==> config.mk <==
export PLATFORM = sky130hd
export DESIGN_NAME = tqvp_jnms_pdm_stereo
export DESIGN_NICKNAME = d
export VERILOG_FILES = /design/src/rtl/tqvp_jnms_pdm_stereo.sv
export SDC_FILE = /design/constraint.sdc
export NUM_CORES = 2
export LEC_CHECK = 0
export CAP_MARGIN = 20
export CELL_PAD_IN_SITES_DETAIL_PLACEMENT = 0
export CELL_PAD_IN_SITES_GLOBAL_PLACEMENT = 2
export CORE_UTILIZATION = 37
export CTS_CLUSTER_DIAMETER = 80
export CTS_CLUSTER_SIZE = 8
export DETAILED_ROUTE_END_ITERATION = 8
export HOLD_SLACK_MARGIN = 0.1
export PLACE_DENSITY_LB_ADDON = 0.25
export RECOVER_POWER = 50
export SYNTH_ARGS = -nofsm -noshare
export SYNTH_HDL_FRONTEND = slang
export SYNTH_SLANG_ARGS = --single-unit
==> constraint.sdc <==
create_clock -name clk -period 8.85 [get_ports clk]
set_input_delay 2.2125 -clock clk [delete_from_list [all_inputs] [get_ports clk]]
set_output_delay 2.2125 -clock clk [all_outputs]
set_load 0.02 [all_outputs]
==> src/rtl/tqvp_jnms_pdm_stereo.sv <==
// Stereo PDM microphone front end: PDM clock generation, 3rd-order CIC per channel,
// shift/saturate to 16-bit PCM and a small read-to-pop FIFO behind a 32-bit register file.
module tqvp_jnms_pdm_stereo #(
    parameter int FIFO_DEPTH = 8,
    parameter int ACC_W      = 25
) (
    input  logic        clk,
    input  logic        rst_n,
    input  logic [7:0]  ui_in,
    output logic [7:0]  uo_out,
    input  logic [5:0]  address,
    input  logic [31:0] data_in,
    input  logic [1:0]  data_write_n,
    input  logic [1:0]  data_read_n,
    output logic [31:0] data_out,
    output logic        data_ready,
    output logic        user_interrupt
);
    localparam int PW = $clog2(FIFO_DEPTH);
    localparam logic [31:0] CTRL_MASK = 32'h00FF_FFF7;

    logic [31:0] ctrl_q, ctrl_d, wmask;
    logic [7:0]  half_q, half_d;
    logic [7:0]  cnt_q, dcnt_q;
    logic        pdm_q, pend_q, push_q, ovf_q, irq_q;
    logic [15:0] left_pcm_q;
    logic [5:0]  level_q;
    logic [PW-1:0] wptr_q, rptr_q;
    logic [31:0] mem_q [FIFO_DEPTH];

    logic        en, stereo, ie;
    logic [3:0]  shift_amt;
    logic [7:0]  dec, thresh, thr_eff;
    assign en        = ctrl_q[0];
    assign stereo    = ctrl_q[1];
    assign ie        = ctrl_q[2];
    assign shift_amt = ctrl_q[7:4];
    assign dec       = ctrl_q[15:8];
    assign thresh    = ctrl_q[23:16];
    assign thr_eff   = (thresh == 8'd0) ? 8'd1 : thresh;

    always_comb begin
        case (data_write_n)
            2'b00:   wmask = 32'h0000_00FF;
            2'b01:   wmask = 32'h0000_FFFF;
            2'b10:   wmask = 32'hFFFF_FFFF;
            default: wmask = 32'h0000_0000;
        endcase
    end

    always_comb begin
        ctrl_d = ctrl_q;
        half_d = half_q;
        if (address == 6'h00) ctrl_d = ((ctrl_q & ~wmask) | (data_in & wmask)) & CTRL_MASK;
        if (address == 6'h04 && wmask[0]) half_d = data_in[7:0];
    end

    // PDM clock: toggles after HALF+1 cycles; each toggle is also a sample instant.
    logic tick, smp [2], dec_evt [2];
    assign tick       = en && (cnt_q >= half_q);
    assign smp[0]     = tick && !pdm_q;
    assign smp[1]     = tick && pdm_q;
    assign dec_evt[0] = smp[0] && (dcnt_q >= dec);
    assign dec_evt[1] = smp[1] && pend_q;

    logic [ACC_W-1:0] x_val;
    assign x_val = ui_in[0] ? {{(ACC_W-1){1'b0}}, 1'b1} : {ACC_W{1'b1}};

    logic [ACC_W-1:0] int1_q [2], int2_q [2], int3_q [2];
    logic [ACC_W-1:0] dly1_q [2], dly2_q [2], dly3_q [2];
    logic [ACC_W-1:0] i3n [2], c1 [2], c2 [2], c3 [2];
    logic signed [ACC_W-1:0] shifted [2];
    logic [15:0] pcm [2];

    always_comb begin
        for (int ch = 0; ch < 2; ch++) begin
            i3n[ch]     = int3_q[ch] + int2_q[ch];
            c1[ch]      = i3n[ch] - dly1_q[ch];
            c2[ch]      = c1[ch] - dly2_q[ch];
            c3[ch]      = c2[ch] - dly3_q[ch];
            shifted[ch] = $signed(c3[ch]) >>> shift_amt;
            // Saturate unless every bit above bit 15 matches the sign.
            if (&shifted[ch][ACC_W-1:15] || ~|shifted[ch][ACC_W-1:15])
                pcm[ch] = shifted[ch][15:0];
            else
                pcm[ch] = shifted[ch][ACC_W-1] ? 16'h8000 : 16'h7FFF;
        end
    end

    logic        push_req, push_ok, pop, empty, full, ovf_set, ovf_clr;
    logic [31:0] push_data, status;
    assign push_req  = stereo ? dec_evt[1] : dec_evt[0];
    assign push_data = stereo ? {pcm[1], left_pcm_q} : {16'h0000, pcm[0]};
    assign empty     = (level_q == 6'd0);
    assign full      = (level_q == 6'(FIFO_DEPTH));
    assign pop       = (address == 6'h0C) && (data_read_n != 2'b11) && !empty;
    assign push_ok   = push_req && (!full || pop);
    assign ovf_set   = push_req && full && !pop;
    assign ovf_clr   = (address == 6'h08) && wmask[8] && data_in[8];
    assign status    = {21'd0, full, empty, ovf_q, 2'b00, level_q};

    always_ff @(posedge clk or negedge rst_n) begin
        if (!rst_n) begin
            ctrl_q     <= 32'h0001_3F00;
            half_q     <= 8'h0F;
            cnt_q      <= '0;
            pdm_q      <= 1'b0;
            dcnt_q     <= '0;
            pend_q     <= 1'b0;
            left_pcm_q <= '0;
            for (int ch = 0; ch < 2; ch++) begin
                int1_q[ch] <= '0; int2_q[ch] <= '0; int3_q[ch] <= '0;
                dly1_q[ch] <= '0; dly2_q[ch] <= '0; dly3_q[ch] <= '0;
            end
        end else begin
            ctrl_q <= ctrl_d;
            half_q <= half_d;
            if (!en) begin
                cnt_q  <= '0;
                pdm_q  <= 1'b0;
                dcnt_q <= '0;
                pend_q <= 1'b0;
                for (int ch = 0; ch < 2; ch++) begin
                    int1_q[ch] <= '0; int2_q[ch] <= '0; int3_q[ch] <= '0;
                    dly1_q[ch] <= '0; dly2_q[ch] <= '0; dly3_q[ch] <= '0;
                end
            end else begin
                cnt_q <= tick ? 8'd0 : cnt_q + 8'd1;
                if (tick) pdm_q <= !pdm_q;
                if (smp[0]) dcnt_q <= dec_evt[0] ? 8'd0 : dcnt_q + 8'd1;
                if (dec_evt[0]) begin
                    pend_q     <= 1'b1;
                    left_pcm_q <= pcm[0];
                end else if (dec_evt[1]) begin
                    pend_q <= 1'b0;
                end
                for (int ch = 0; ch < 2; ch++) begin
                    if (smp[ch]) begin
                        int1_q[ch] <= int1_q[ch] + x_val;
                        int2_q[ch] <= int2_q[ch] + int1_q[ch];
                        int3_q[ch] <= i3n[ch];
                    end
                    if (dec_evt[ch]) begin
                        dly1_q[ch] <= i3n[ch];
                        dly2_q[ch] <= c1[ch];
                        dly3_q[ch] <= c2[ch];
                    end
                end
            end
        end
    end

    always_ff @(posedge clk or negedge rst_n) begin
        if (!rst_n) begin
            level_q <= '0;
            wptr_q  <= '0;
            rptr_q  <= '0;
            ovf_q   <= 1'b0;
            push_q  <= 1'b0;
            irq_q   <= 1'b0;
        end else begin
            level_q <= level_q + {5'd0, push_ok} - {5'd0, pop};
            if (push_ok) wptr_q <= wptr_q + 1'b1;
            if (pop)     rptr_q <= rptr_q + 1'b1;
            if (ovf_set)      ovf_q <= 1'b1;
            else if (ovf_clr) ovf_q <= 1'b0;
            push_q <= push_req;
            irq_q  <= ie && ({2'b00, level_q} >= thr_eff);
        end
    end

    always_ff @(posedge clk) begin
        if (push_ok) mem_q[wptr_q] <= push_data;
    end

    always_comb begin
        case (address)
            6'h00:   data_out = ctrl_q;
            6'h04:   data_out = {24'd0, half_q};
            6'h08:   data_out = status;
            6'h0C:   data_out = empty ? 32'd0 : mem_q[rptr_q];
            default: data_out = 32'd0;
        endcase
    end

    logic unused_ok;
    assign unused_ok      = &{1'b0, ui_in[7:1]};
    assign uo_out         = {5'd0, push_q, pdm_q, 1'b0};
    assign data_ready     = 1'b1;
    assign user_interrupt = irq_q;
endmodule

==> impl_results.md <==
* Status: finished, violations left
* Failing checks: max-capacitance violations, max-slew violations
* I/O pins at 94
* Cell taking the most area after synthesis: dfrtp_1
* Routed Antenna Nets at 0
* Total number of vias at 31.3k
* Share of the synthesized area in the top cell type at 22.4%
* Cts bufs inserted at 91
* Post-synth EDFFs at 256
* Post-Place Cells at 6026
* Critical path's most frequent cell: a21oi_2
* Die area at 113000 sq um
* Highest net fanout along the worst path at 8
* Global-route wire length before repair at 167000 um
* Register area share after synthesis at 41.8%
* Max-slew headroom at -303%
* Slowest stage cell, crit path: dfrtp_1
* CP required at 9.23 ns
* Fin cells at 6199
* Most frequent cells in the layout: nand2_1 (640), dfrtp_1 (364), a21oi_1 (338)
* Fraction of layout cells with a size suffix above 1 at 15.9%
* Warning count from the yosys run at 0
* CP Launch Type: flop
* Synthesized area at 41100 sq um
* Die Ht at 335 um
* Root Driver: clkbuf_16
* Setup Crit Path Kind: reg -> reg
* TritonCTS clock tree: built
* Drt drc at 0
* Number of distinct library cells after synthesis at 89
* Initial DRC count at 1490
* Post-synthesis cell count at 4339
* Core area at 110000 sq um
* Fin. max-slew vios at 332
* Worst Setup End Kind: flop
* Syn-to-layout area delta at 19.9%
* CP arrival at 8.79 ns
* Commonest non-fill, non-tap cell in the layout: nand2_1
* Top post-synthesis cells by area: dfrtp_1 (22%), edfxtp_1 (19%), ha_1 (9.8%)
* Wire length per cell at 16.5 um
* N_diodes at 0
* Row Count at 121
* Fmax at 119 MHz
* Most used DFF post-synth: dfrtp_1
* Die width at 335 um
* Total GRT Usage at 18.3%
* RSZ-0062 raised after global routing: yes
* Largest net degree at the start of global routing at 110
* Tmin final at 8.41 ns
* Final hold vios at 0
* Vias in the first global route at 31.2k
* Initial Util at 37.5%
* Worst skew pair latency at 0.69 ns
* GRT overflow at 0
* DRT Wirelength at 102000 um
* Clock sinks at 636
* Peak per-stage delay on the critical path at 0.38 ns
* DP Area at 45600 sq um
* MaxCap Viol Count at 5
* Finished Cell Area at 49300 sq um
* Routability cong. at 0.794
* CTS Buffer Depth at 3
* Synth async-reset ratio at 59.7%
* H-tree levels at 3
* Hold WS at 0.481 ns
* Setup violators final at 0
* Initial antenna violation count at 1
* Skew final at 0.0720 ns
* DP HPWL at 70100 um
* Clk slew on worst S/H paths at 0.05 ns
* Least-Margin Pin Slew at 6.04 ns
* NumNets Final at 5054
* TritonRoute pass-1 iters at 5
* Vias per std cell at 5.05
* Mean post-synth cell area at 9.48 sq um
* Class of the worst hold path: reg -> reg
* Fin crit share at 95.1%
* Yosys reg bits at 636
* I/O Buffers at 71
-- metrics by stage --
| stage | utilization, % | setup TNS (ns) | worst slack, ns |
|---|---|---|---|
| after floorplan | - | 0 | 0.424 |
| after global placement | 41.6 | -34.30 | -0.304 |
| after detailed placement | 41.6 | -31.69 | -0.355 |
| after CTS | 44.2 | 0 | 0.00140 |
| after global routing | 45.0 | -8.42 | -0.0810 |
| final | 45.0 | 0 | 0.437 |
-- repair_timing --
item,in CTS,in global routing
pin swaps,4,84
buffers inserted,1,22
cloned,0,1
hold buffers,0,0
setup endpoints to repair,244,255
gates resized for setup,25,184
-- flip-flops by register name (all words and copies together), names as in the netlist, 6 cells and up, named ones only --
signal and flops:
dly3_q 50, dcnt_q 8, int2_q 50, dly1_q 50
level_q 6, dly2_q 50, half_q 8, mem_q 256
cnt_q 8, int3_q 50, left_pcm_q 16, int1_q 50
-- worst paths after layout --
path                           startpoint        endpoint  slack, ns  cells after the start
max in group asynchronous           rst_n      dly2_q[42]       1.51                      2
min reg2reg                left_pcm_q[11]  left_pcm_q[11]       0.48                      2
max reg2reg                     int2_q[0]    mem_q[5][30]       0.44                     44
min in group asynchronous           rst_n       int1_q[5]       3.77                      1
max                             int2_q[0]    mem_q[5][30]       0.44                     44
min                        left_pcm_q[11]  left_pcm_q[11]       0.48                      2
-- cells by family after synthesis --
kind of cell	after synthesis	synth area share, %
xor gates and xnor gates	255	5.60
buffers and inverters	472	4.42
AOI/OAI and AO/OA	1086	16.4
DFF	636	41.8
muxes	188	6.78
adders and majority gates	335	10.4
and+or+nand+nor	1365	14.5
other	2	0.0183
-- worst max-delay path, delay by kind of cell, from the launching register on --
family	cells	cell delay, ns
AOI/OAI and AO/OA	21	3.79
xor gates and xnor gates	5	0.71
adders and majority gates	5	1.37
buffers and inverters	5	0.71
DFF	1	0.38
and+or+nand+nor	8	1.14
-- metal layers --
| metal | vias up | share of wire (%) | global-route usage [%] | wire (um) |
|---|---|---|---|---|
| met3 | 119 | 2.9 | 2.48 | 2920 |
| met5 | - | 0 | 0 | 0 |
| li1 | 16100 | - | - | - |
| met4 | 0 | 2.3 | 5.32 | 2340 |
| met1 | 14800 | 49 | 24.8 | 49900 |
| met2 | 291 | 46 | 30.4 | 47100 |
-- Yosys cell counts (10+ instances only) --
| master | count |
|---|---|
| a221oi_1 | 10 |
| dfstp_2 | 11 |
| clkbuf_1 | 149 |
| o21ai_0 | 233 |
| nor2_1 | 309 |
| nand3_1 | 120 |
| nor2b_1 | 44 |
| or3_1 | 35 |
| mux2_2 | 36 |
| a21boi_0 | 27 |
| o211ai_1 | 17 |
| a31oi_1 | 30 |
| or2_2 | 15 |
| o21a_1 | 48 |
| a21o_1 | 99 |
| dfrtp_1 | 369 |
| inv_1 | 282 |
| fa_1 | 13 |
| buf_1 | 22 |
| nand4_1 | 11 |
| a21oi_1 | 382 |
| o31ai_1 | 49 |
| xor2_1 | 81 |
| mux2i_1 | 83 |
| edfxtp_1 | 256 |
| a211oi_1 | 36 |
| ha_1 | 322 |
| nand2_1 | 641 |
| xnor2_1 | 169 |
| mux4_2 | 69 |
| and2_1 | 24 |
| buf_4 | 10 |
| and3_1 | 33 |
| nand2b_1 | 34 |
| o21bai_1 | 35 |
| nor3_1 | 69 |
-- area by class of cell --
type | instances | area [sq um]
clock inverters | 11 | 267
well taps | 1476 | 1850
repair buffers | 414 | 3340
multi-input cells | 3236 | 23100
flip-flops and latches | 636 | 17200
clock buffers | 138 | 2480
fillers | 10600 | 60300
inverters | 288 | 1090
Power is left out: the tool's default activity adds up to more than one toggle a clock period on the data nets, which glitch-free logic cannot reach.
